## src/rtl/wb_pkg.sv

```systemverilog
// Shared definitions for the MEM/WB writeback stage.
//   wb_state_e : writeback FSM state encoding
//   REG_ZERO   : hardwired-zero register address
package wb_pkg;

  typedef enum logic {
    WB_IDLE = 1'b0,
    WB_HI   = 1'b1
  } wb_state_e;

  localparam int unsigned REG_ZERO = 0;

endpackage

```

## src/rtl/mem_wb_writeback_seq.sv

```systemverilog
// Writeback stage of the 5-stage MULT pipeline. Selects ALU or memory data for the single
// register-file write port. A MULT retires its 64-bit product over two cycles: the low word goes to
// rd in the IDLE cycle and the high word goes to rd+1 in the HI cycle. Upstream stages are stalled
// during the IDLE cycle of a MULT so that MEM/WB holds the MULT through the HI cycle.
//
// Ports:
//   clk, arst_n                         clock, asynchronous active-low reset
//   wb_valid, wb_regwrite, wb_memtoreg  MEM/WB control
//   wb_mult                             MULT: wb_aluout carries a 64-bit product
//   wb_aluout, wb_memreg, wb_rd         MEM/WB data and destination register
//   rf_we, rf_waddr, rf_wdata           register-file write port
//   stall                               hold IF/ID..MEM/WB this cycle
//   busy                                high-word write in progress (HI state)
//   retire_cnt                          retired-instruction count
//
// Build option: define WB_RETIRE_CNT_EN to include the retire counter; otherwise it is tied to 0.
module mem_wb_writeback_seq
  import wb_pkg::*;
#(
  parameter int unsigned DATA_W = 32,
  parameter int unsigned ADDR_W = 5,
  parameter int unsigned CNT_W  = 32
) (
  input  logic                clk,
  input  logic                arst_n,
  input  logic                wb_valid,
  input  logic                wb_regwrite,
  input  logic                wb_memtoreg,
  input  logic                wb_mult,
  input  logic [2*DATA_W-1:0] wb_aluout,
  input  logic [DATA_W-1:0]   wb_memreg,
  input  logic [ADDR_W-1:0]   wb_rd,
  output logic                rf_we,
  output logic [ADDR_W-1:0]   rf_waddr,
  output logic [DATA_W-1:0]   rf_wdata,
  output logic                stall,
  output logic                busy,
  output logic [CNT_W-1:0]    retire_cnt
);

  localparam logic [ADDR_W-1:0] ZeroAddr = ADDR_W'(REG_ZERO);

  wb_state_e         state_q, state_d;
  logic [DATA_W-1:0] hi_word_q, hi_word_d;
  logic [ADDR_W-1:0] hi_addr_q, hi_addr_d;

  always_ff @(posedge clk or negedge arst_n) begin
    if (!arst_n) begin
      state_q   <= WB_IDLE;
      hi_word_q <= '0;
      hi_addr_q <= '0;
    end else begin
      state_q   <= state_d;
      hi_word_q <= hi_word_d;
      hi_addr_q <= hi_addr_d;
    end
  end

  always_comb begin
    state_d   = state_q;
    hi_word_d = hi_word_q;
    hi_addr_d = hi_addr_q;
    rf_we     = 1'b0;
    rf_waddr  = '0;
    rf_wdata  = '0;
    stall     = 1'b0;
    busy      = 1'b0;
    unique case (state_q)
      WB_IDLE: begin
        if (wb_valid && wb_regwrite) begin
          rf_we    = (wb_rd != ZeroAddr);
          rf_waddr = wb_rd;
          if (wb_mult) begin
            rf_wdata  = wb_aluout[DATA_W-1:0];
            stall     = 1'b1;
            hi_word_d = wb_aluout[2*DATA_W-1:DATA_W];
            // Wraps at the top of the register file; a wrapped target of r0 drops the high word.
            hi_addr_d = wb_rd + ADDR_W'(1);
            state_d   = WB_HI;
          end else begin
            rf_wdata = wb_memtoreg ? wb_memreg : wb_aluout[DATA_W-1:0];
          end
        end
      end
      WB_HI: begin
        // MEM/WB still shows the held MULT here; it is deliberately ignored.
        rf_we    = (hi_addr_q != ZeroAddr);
        rf_waddr = hi_addr_q;
        rf_wdata = hi_word_q;
        busy     = 1'b1;
        state_d  = WB_IDLE;
      end
      default: state_d = WB_IDLE;
    endcase
    // Outputs go quiet the instant reset asserts, even though MEM/WB may still show a MULT.
    if (!arst_n) begin
      rf_we    = 1'b0;
      rf_waddr = '0;
      rf_wdata = '0;
      stall    = 1'b0;
      busy     = 1'b0;
    end
  end

`ifdef WB_RETIRE_CNT_EN
  logic [CNT_W-1:0] retire_cnt_q;

  // A MULT is counted only on its IDLE cycle; wraps naturally.
  always_ff @(posedge clk or negedge arst_n) begin
    if (!arst_n) begin
      retire_cnt_q <= '0;
    end else if (state_q == WB_IDLE && wb_valid) begin
      retire_cnt_q <= retire_cnt_q + CNT_W'(1);
    end
  end

  assign retire_cnt = retire_cnt_q;
`else
  assign retire_cnt = '0;
`endif

endmodule
```

## config.mk

```make
export PLATFORM = sky130hd
export DESIGN_NAME = mem_wb_writeback_seq
export DESIGN_NICKNAME = d
export VERILOG_FILES = /design/src/rtl/wb_pkg.sv /design/src/rtl/mem_wb_writeback_seq.sv
export SDC_FILE = /design/constraint.sdc
export NUM_CORES = 1
export LEC_CHECK = 0
export BUFFER_PORTS_ARGS = -buffer_cell sky130_fd_sc_hd__buf_2
export CORE_ASPECT_RATIO = 0.7
export CORE_MARGIN = 5
export CORE_UTILIZATION = 45
export CTS_CLUSTER_DIAMETER = 200
export DETAILED_ROUTE_END_ITERATION = 10
export PLACE_DENSITY = 0.87
export SLEW_MARGIN = 0
export SYNTH_ARGS = -nofsm -noshare
export SYNTH_HDL_FRONTEND = slang
export SYNTH_SLANG_ARGS = --single-unit
```

## constraint.sdc

```tcl
create_clock -name clk -period 1.8 [get_ports clk]
set_input_delay 0.09 -clock clk [delete_from_list [all_inputs] [get_ports clk]]
set_output_delay 0.09 -clock clk [all_outputs]
set_load 0.005 [all_outputs]
```

* Word-level counts from Yosys, hierarchy flattened
Index checks and enable logic that the tools add are counted.
** Cells by class
- Add/sub/neg operators :: 1
- Mux-type cells :: 18
- Bitwise gates (word level) :: 1
- Reduce and logical (&&, ||, !) cells :: 4
** Operators by type and width (number)
- $mux W32 :: 4
- $pmux W32 S2 :: 1
- $mux W5 :: 2
- $pmux W5 S2 :: 1
- $reduce_bool A5 Y1 :: 2
- $mux W1 :: 8
- $add A5 B1 Y5 const B :: 1
- $pmux W1 S2 :: 2
- $reduce_and A3 Y1 :: 1
- $logic_and A1 B1 Y1 :: 1
- $not A1 Y1 :: 1
** Storage, ports and cells
- Bits in registers :: 38
- Bits of input ports :: 107
- Output and inout bits :: 72
- Word-level logic and storage cells :: 27

* Depth between registers and ports, before layout
- Depth after elaboration :: 5
- Gate-level depth with buffers :: 5
- Gate-level depth less buffers :: 5

* Least setup slack after synthesis
OpenSTA, ideal clock, no wires.
- Kind :: register -> output
- From :: reg hi_addr_q[2]
- To :: out rf_we
- Data arrival time :: 1.166 ns
- Required time :: 1.710 ns
- Setup slack :: 0.544 ns
- Stages on the path, launching flop included :: 3
- Buffers on the path :: 0
- Cell sequence :: dfrtp_1 or4_1 o311a_1
** Between the ends
- Longest elaborated chain between the ends :: 3
** Ends and longest elaborated chain
- start: declaration :: RTL line mem_wb_writeback_seq.sv:45 : logic [ADDR_W-1:0] hi_addr_q, hi_addr_d;
- start signal: assignment :: RTL line mem_wb_writeback_seq.sv:55 : hi_addr_q <= hi_addr_d;
- $reduce_bool A5 Y1 :: RTL line mem_wb_writeback_seq.sv:87 : rf_we = (hi_addr_q != ZeroAddr);
- $pmux W1 S2 :: RTL line mem_wb_writeback_seq.sv:68 : unique case (state_q)
- $mux W1 :: RTL line mem_wb_writeback_seq.sv:96 : if (!arst_n) begin
- end: declaration :: RTL line mem_wb_writeback_seq.sv:33 : output logic rf_we,
Every way passes these cells.

* Final worst setup path
Ends and elaborated chain as after synthesis.

==> impl_results.md <==
* CTS Buf Count at 5
* Status: complete, no violations
* RSZ-0062 raised after global routing: no
* First-pass GRT wire length at approximately 10 mm
* Critical Path RT at ~1.7 ns
* Hold crit path type: in -> reg
* PortBufs at between 100 and 150
* LEAKAGE at ~1.7 nW
* Drt total wl at around 6.6 mm
* Worst path slowest cell: or4_1
* Worst-path fanout max at 3
* CTS tree: done
* Ranking of synthesized cells by area: dfrtp_1, mux2_2, mux2i_1
* Synth unique cells at 27
* TritonRoute pass-1 iters at 4
* Routed vias/inst at a little under 5
* Synth area leader: dfrtp_1
* Family with the most delay on the worst path: simple AND/OR/NAND/NOR gates
* Fmax at 592.1 MHz
* Final TNS setup at 0 ns
* Residual DRC count at 0
* Final setup vio count at 0
* Worst Setup Start Kind: register
* Worst setup EP type: output port
* Initial Utilization at about 47%
* Die width at about 99 µm
* Sw Share at about a quarter
* WL/cell at 14.10 µm
* Final hold violations at 0
* Largest net degree at the start of global routing at between 40 and 50
* Mapped cell area at approximately 0.0025 mm²
* Synth Flop Type: dfrtp_1
* NetSw at roughly 0.00058 W
* MaxCap Viol Count at 0
* GRT overflow at 0
* Syn avg cell area at about 9.9 µm²
* Die area at about 0.007 mm²
* Clk_lat worst skew at 0.27 ns
* Setup bufs post-CTS at 0
* Setup Crit Path Kind: reg -> out
* Seq pwr share at slightly above 50%
* H-Tree Depth at 2
* HPWL reported at the end of detailed placement at roughly 5.5 mm
* Floorplan Core Area at 0.005313 mm²
* CTS root buf: clkbuf_8
* Clock group share of total power at between 20 and 25%
* FF+latch count, synth at 38
* CP cell instances: or4_1 -> o311a_1 -> buf_2
* Share of the synthesized area in the top cell type at between 30% and 40%
* PwrDens at about 660 mW/mm²
* Reg2Reg Setup Slack at between 0.4 and 0.5 ns
* Final Core Density at between 60% and 70%
* ANT cells at 0
* Sequential area share after synthesis at approximately 38%
* CP arrival at about 1.6 ns
* All-Layer GR Usage at about 18%
* EDFF count, synth at 0
* Initial antenna violation count at 0
* I/O Pins at between 150 and 200
* Clock-pin slew on the worst setup and hold paths at around 0.07 ns
* Placed cell count at 463
* Vias in the first global route at around 2400
* Async SR Flop Fraction at 100.0%
* RD Place Congestion at between 0.7 and 0.8
* Die H at 72.44 µm
* Peak VDD IR at 0.3479 mV
* Min Hold Slack at about 0.025 ns
* Via count at roughly 2300
* Clk_skew at approximately 0.0024 ns
* Slowest Stage Delay on Critical Path at 0.51 ns
* Worst path buffer plus inverter count at 1
* Comb pwr share at 24.1%
* Layout area overhead at 30.75%
* Max-slew violations at 0
* Final nets at just over 500
* Number of synthesis warnings at 0
* Final period util at 93.83%
* Post-Synthesis Cells at 252
* Int Pwr at 0.001599 W
* # rows at 22
* 1st-iter DRT viols at 54
* Sink Count at 38
* Clock Tree Buf Depth at 2
* Post-Layout Cell Count at around 470
* Post-DRT Antenna Nets at 0
* Layout cell share with drive strength beyond 1 at 48.62%
* Minimum clock period after layout at roughly 1.7 ns
## flip-flops by register name, summed over array words and instances, names as in the netlist
| name | flops |
|---|---|
| hi_word_q | 32 |
| hi_addr_q | 5 |
| state_q | 1 |
## layout by cell type (no fill, tap or decap)
cell,synthesis,final
a22o_1,2,2
a22o_2,1,1
and2_1,2,2
buf_2,7,146
buf_4,33,8
buf_6,3,1
clkbuf_1,4,2
clkbuf_8,0,5
conb_1,1,32
dfrtp_1,38,38
dlygate4sd3_1,0,1
ha_1,2,2
inv_1,4,4
mux2_1,2,2
mux2_2,31,31
mux2i_1,32,32
nand2_1,39,39
nand3_1,2,2
nand4_1,1,1
nand4b_4,1,1
nor2b_4,0,1
nor3b_1,1,1
nor4b_1,1,1
o21ai_0,35,35
o21ai_1,4,4
o311a_1,1,1
or4_1,1,1
xnor2_1,1,1
xor2_1,2,2
## metrics by stage
stage,setup slack [ns],area (µm²),total power (W)
final,0.1111,3277,0.002176
after global routing,0.03963,3277,0.002333
after CTS,0.08244,3273,0.002211
after detailed placement,0.4116,3187,0.001667
after global placement,0.4259,3187,0.001627
after floorplan,0.5441,2623,0.001465
## timing repair
| action | CTS | global route |
|---|---|---|
| hold buffers | 1 | 0 |
| hold endpoints to repair | 38 | 0 |
| setup endpoints to repair | 0 | 1 |
| gates resized for setup | 0 | 1 |
## layer usage
metal	vias to the layer above	part of all wire, %	track usage, %
met3	6	9.6	5.956
met5	-	0	0
met2	101	51	32.81
li1	1098	-	-
met1	1063	39	20.13
met4	0	0.95	4.848
## cell type report
type / count / area (µm²)
clock buffer: 7 / 76.32
fill: 470 / 2036
inverter: 4 / 15.01
multi-input combinational: 194 / 1333
sequential: 38 / 950.9
tap: 72 / 90.09
timing repair buffer: 156 / 812.0
## power groups by stage
stage / combinational [W] / clock (W) / sequential [W]
finish: 0.000525 / 0.000531 / 0.00112
global route: 0.000589 / 0.000602 / 0.00114
CTS: 0.000533 / 0.000557 / 0.00112
detailed placement: 0.000530 / 0 / 0.00114
global placement: 0.000504 / 0 / 0.00112
floorplan: 0.000360 / 0 / 0.00110
## cell usage after synthesis (2+ instances only)
cell      instances
nand2_1          39
ha_1              2
mux2_2           31
buf_4            33
xor2_1            2
buf_6             3
clkbuf_1          4
a22o_1            2
dfrtp_1          38
buf_2             7
nand3_1           2
inv_1             4
mux2_1            2
o21ai_1           4
o21ai_0          35
and2_1            2
mux2i_1          32
## worst paths after layout
| path | end | cells after the start | startpoint |
|---|---|---|---|
| worst max-delay path | rf_we | 3 | hi_addr_q[2]$_DFFE_PN0P_ |
| worst min-delay path | hi_word_q[8]$_DFFE_PN0P_ | 2 | wb_aluout[40] |
| worst max register to register | hi_word_q[22]$_DFFE_PN0P_ | 3 | state_q$_DFF_PN0_ |
| worst min register to register | hi_word_q[8]$_DFFE_PN0P_ | 1 | hi_word_q[8]$_DFFE_PN0P_ |
| max in group asynchronous | hi_word_q[8]$_DFFE_PN0P_ | 3 | arst_n |
| min in group asynchronous | state_q$_DFF_PN0_ | 3 | arst_n |
## kinds of logic after synthesis
logic type / Yosys count / synth area share (%)
flops: 38 / 37.94
buf+inv: 51 / 13.83
mux: 65 / 27.61
simple gates: 49 / 9.137
xor+xnor: 3 / 1.049
compound gates: 43 / 9.286
other cells: 1 / 0.1496
fa+ha+maj: 2 / 0.9983
(Power assumes the default switching activity.)
